**src/rtl/pkgstr_reader.sv**
```systemverilog
// Reader end of the pkgstr record stream: buffers packed {signal_a, signal_b}
// records in a FIFO, presents the head unpacked, and sums signal_b for popped
// records that have signal_a set.
//
// Ports:
//   CLK, RST_X           clock (rising edge), async active-low reset
//   IN_VALID/IN_READY    writer handshake, IN_DATA = {signal_a, signal_b}
//   OUT_VALID/OUT_READY  consumer handshake, OUT_SIGNAL_A/B = head record
//   COUNT                records currently stored
//   ACC_CLR              synchronous clear of ACC/OVF
//   ACC, OVF             running sum and sticky wrap flag
module pkgstr_reader #(
    parameter int P_DEPTH = 4,
    parameter int P_ACC_W = 40
) (
    input  logic                           CLK,
    input  logic                           RST_X,
    input  logic                           IN_VALID,
    output logic                           IN_READY,
    input  logic [32:0]                    IN_DATA,
    output logic                           OUT_VALID,
    input  logic                           OUT_READY,
    output logic                           OUT_SIGNAL_A,
    output logic [31:0]                    OUT_SIGNAL_B,
    output logic [$clog2(P_DEPTH+1)-1:0]   COUNT,
    input  logic                           ACC_CLR,
    output logic [P_ACC_W-1:0]             ACC,
    output logic                           OVF
);

    localparam int AW = $clog2(P_DEPTH);
    localparam int CW = $clog2(P_DEPTH + 1);

    logic [32:0]        r_mem [P_DEPTH];
    logic [AW-1:0]      r_wptr;
    logic [AW-1:0]      r_rptr;
    logic [CW-1:0]      r_count;
    logic [P_ACC_W-1:0] r_acc;
    logic               r_ovf;

    logic               w_push;
    logic               w_pop;
    logic [32:0]        w_head;
    logic [P_ACC_W-1:0] w_b_ext;
    logic [P_ACC_W:0]   w_sum;
    logic               w_add;

    // Ready/valid come from stored count only; a full FIFO
    // refuses a push even when it pops in the same cycle.
    assign IN_READY  = (r_count < CW'(P_DEPTH));
    assign OUT_VALID = (r_count != '0);

    assign w_push = IN_VALID && IN_READY;
    assign w_pop  = OUT_VALID && OUT_READY;
    assign w_head = r_mem[r_rptr];

    assign OUT_SIGNAL_A = w_head[32];
    assign OUT_SIGNAL_B = w_head[31:0];
    assign COUNT        = r_count;
    assign ACC          = r_acc;
    assign OVF          = r_ovf;

    assign w_add   = w_pop && w_head[32];
    assign w_b_ext = {{(P_ACC_W-32){1'b0}}, w_head[31:0]};
    // Extra top bit captures the carry out of the accumulator.
    assign w_sum   = {1'b0, r_acc} + {1'b0, w_b_ext};

    always_ff @(posedge CLK or negedge RST_X) begin
        if (!RST_X) begin
            for (int i = 0; i < P_DEPTH; i++) begin
                r_mem[i] <= '0;
            end
            r_wptr <= '0;
        end else if (w_push) begin
            r_mem[r_wptr] <= IN_DATA;
            r_wptr        <= r_wptr + AW'(1);
        end
    end

    always_ff @(posedge CLK or negedge RST_X) begin
        if (!RST_X) begin
            r_rptr <= '0;
        end else if (w_pop) begin
            r_rptr <= r_rptr + AW'(1);
        end
    end

    always_ff @(posedge CLK or negedge RST_X) begin
        if (!RST_X) begin
            r_count <= '0;
        end else begin
            unique case ({w_push, w_pop})
                2'b10:   r_count <= r_count + CW'(1);
                2'b01:   r_count <= r_count - CW'(1);
                default: r_count <= r_count;
            endcase
        end
    end

    // A clear still takes the contribution of a same-cycle pop.
    always_ff @(posedge CLK or negedge RST_X) begin
        if (!RST_X) begin
            r_acc <= '0;
            r_ovf <= 1'b0;
        end else if (ACC_CLR) begin
            r_acc <= w_add ? w_b_ext : '0;
            r_ovf <= 1'b0;
        end else if (w_add) begin
            r_acc <= w_sum[P_ACC_W-1:0];
            if (w_sum[P_ACC_W]) begin
                r_ovf <= 1'b1;
            end
        end
    end

endmodule

```
**config.mk**
```make
export PLATFORM = sky130hd
export DESIGN_NAME = pkgstr_reader
export DESIGN_NICKNAME = d
export VERILOG_FILES = /design/src/rtl/pkgstr_reader.sv
export SDC_FILE = /design/constraint.sdc
export NUM_CORES = 1
export LEC_CHECK = 0
export ABC_AREA = 1
export ABC_CLOCK_PERIOD_IN_PS = 6200
export CORE_ASPECT_RATIO = 0.7
export CORE_MARGIN = 2
export CORE_UTILIZATION = 62
export DETAILED_ROUTE_END_ITERATION = 10
export HOLD_SLACK_MARGIN = 0.02
export PLACE_DENSITY_LB_ADDON = 0.15
export SLEW_MARGIN = 30
export SYNTH_ARGS = -nofsm -noshare
export SYNTH_HDL_FRONTEND = slang
export SYNTH_SLANG_ARGS = --single-unit
```
**constraint.sdc**
```tcl
create_clock -name CLK -period 6.2 [get_ports CLK]
set_clock_uncertainty 0.2 [all_clocks]
set_input_delay 0.93 -clock CLK [delete_from_list [all_inputs] [get_ports CLK]]
set_output_delay 0.93 -clock CLK [all_outputs]
set_load 0.05 [all_outputs]
```
==> reports/results.tsv <==
stage	metric	value	unit
floorplan	die_w	161	um
sta	slew_viol_final	0	
setup_path	reg2reg_from	r_rptr[0]$_DFFE_PN0P_	
clock_network	ctsResizeCount	0	
sta	finalSetupViolCount	0	
route	drc	1	
clock_network	postCtsHoldBufs	0	
route	drt_iter0_markers	1455	
synth	synth.area.top_cells	dfrtp_1 42%, nand2_1 17%, o21ai_0 9.7%	
flow_run	maxCapViolCount	0	
final_layout	multi_input_area	0.00520	sq mm
sta	finalCritPeriodShare	0.676	
sta	max_slew_margin	0.388	
sta	clock.fmax	239	MHz
clock_network	cts_sinks	180	
grt	gr-total-overflow	0	
hold_path	hold_path_depth	2	
hold_path	hp-class	register to register	
synth	ys_seq_area_frac	0.422	
route	wire_per_inst	17.8	um
sta	setup-tns-final	0	ns
hold_path	whs_endpoint	r_mem[91]$_DFFE_PN0P_	
clock_network	clockRootBuffer	clkbuf_16	
synth	ys_ff_latch	180	
sta	hold_violations	0	
synth	synth_cells	1528	
setup_path	ff2ff_path_depth	17	
setup_path	r2r_slack	2.25	ns
synth	synth_cell_type_count	33	
floorplan	die_area	0.0183	sq mm
grt	grt_pass1_vias	9946	
sta	period_needed	4.19	ns
final_layout	n_fill_cell	1375	
clock_network	cts_tree	done	
synth	syn_nets	1605	
floorplan	rows	40	
synth	synth_area_leader_cell	dfrtp_1	
final_layout	seqCellArea	0.00451	sq mm
clock_network	clockBufferDepth	2	
hold_path	hold_path.startpoint	r_mem[91]$_DFFE_PN0P_	
grt	antenna_found_initial	0	
route	drt-pass1-iter-count	11	
synth	synth_area	0.0107	sq mm
run_status	violations	design-rule violations	
final_layout	layout_common_cells	468 x nand2_1, 206 x o21ai_0, 180 x inv_1	
grt	grt.total_usage	0.373	
floorplan	start_util	0.627	
synth	yosys.area.top_type_share	0.422	
clock_network	clk_pin_slew	0.07	ns
run_status	outcome	complete, but fails checks	
final_layout	layout-drive-gt1-share	0.0333	
final_layout	diodes	0	
place	gp_congestion	1.04	
place	port_buffers	116	
final_layout	nets	1685	
final_layout	syn_to_final_growth	16.9	%
place	pre_cts_slack	2.39	ns
route	postRouteAntennaNets	0	
final_layout	final_common_cell	nand2_1	
grt	grt_pass1_wl	52.9	mm
route	vias	10751	
setup_path	r2r_end	OVF$_DFFE_PN0P_	
setup_path	worst_ep_required_time	5.07	ns
sta	rsz0062_at_grt	false	
floorplan	core_area	0.0170	sq mm
route	routed_via_density	5.81	
clock_network	cts_buffers	17	
setup_path	endpoint_kind	output port	
floorplan	die-height	114	um
clock_network	cts-htree-levels	4	
synth	syn_avg_cell_area	6.98	sq um
setup_path	crit_fanout	68	
clock_network	clock_latency	0.44	ns
setup_path	critical_path.startpoint_type	register	
synth	yosysWarnings	0	
grt	grt_max_degree	106	
floorplan	ioPinCount	117	
setup_path	crit_type	register to output port	
sta	setup_ws	2.01	ns
setup_path	worst_ep_arrival_time	3.06	ns
sta	tightest_slew	0.916	ns
place	dp_hpwl	22.6	mm
clock_network	cts_setup_buffers	0	
route	drt_wl_total	32.9	mm
[routing by layer]
layer  vias up  GRT usage  share of wire
li1       5011          -              -
met1      5013      0.556           0.44
met2       647      0.532           0.41
met3        80     0.0964           0.12
met4         0      0.124          0.031
met5         -          0              0
[flip-flops by register name (all words and copies together), names as in the netlist]
| name | count |
|---|---|
| OVF | 1 |
| ACC | 40 |
| r_rptr | 2 |
| r_wptr | 2 |
| COUNT | 3 |
| r_mem | 132 |
[through the flow]
stage                util  area (sq um)  std cells  hold WS (ns)
floorplan               -         10700       1528         0.248
global placement    0.700         11900       1820         0.262
detailed placement  0.700         11900       1820         0.268
CTS                 0.733         12500       1851         0.285
global route        0.733         12500       1851         0.299
finish              0.733         12500       1851         0.282
[worst max-delay path by stage]
stage	from	to	slack [ns]	cells past startpoint
final	r_rptr[0]$_DFFE_PN0P_	OUT_SIGNAL_B[28]	2.01	4
after global placement	r_rptr[0]$_DFFE_PN0P_	ACC[32]$_DFFE_PN0P_	2.44	18
after detailed placement	r_rptr[0]$_DFFE_PN0P_	OVF$_DFFE_PN0P_	2.39	17
after floorplan	r_rptr[0]$_DFFE_PN0P_	ACC[32]$_DFFE_PN0P_	2.42	20
after CTS	r_rptr[0]$_DFFE_PN0P_	OUT_SIGNAL_B[28]	2.05	4
after global routing	r_rptr[0]$_DFFE_PN0P_	OUT_SIGNAL_B[12]	1.93	4
[layout make-up]
type	instances	area share
repair buffers	125	0.0988
clock buffers	19	0.0355
clock inverters	12	0.00933
inverters	184	0.0558
flip-flops and latches	180	0.361
multi-input cells	1100	0.416
well taps	231	0.0232
[worst max-delay path, stage by stage, from the launching register on]
cell and delay (ns):
dfrtp_2 0.40, buf_4 0.61, o21ai_0 0.26, o22ai_1 0.45
clkdlybuf4s50_1 0.90
[cell usage after synthesis, drive strengths merged]
cell / n
xor2: 18
xnor2: 2
a32o: 2
nor4: 1
nand2: 473
dfrtp: 180
clkbuf: 36
o21ai: 251
o21bai: 1
a21boi: 1
o22ai: 31
or2: 1
fa: 2
nand3: 53
inv: 184
buf: 28
nand4: 7
and2: 4
nor3: 4
a21o: 1
nor2: 173
a21oi: 38
ha: 37
[cell families after synthesis]
logic type,count (synthesis),synth area share
simple gates,716,0.263
compound gates,325,0.158
buf+inv,248,0.0928
flops,180,0.422
fa+ha+maj,39,0.0471
xor+xnor,20,0.0164
Power is left out: the tool's default activity adds up to more than one toggle a clock period on the data nets, which glitch-free logic cannot reach.
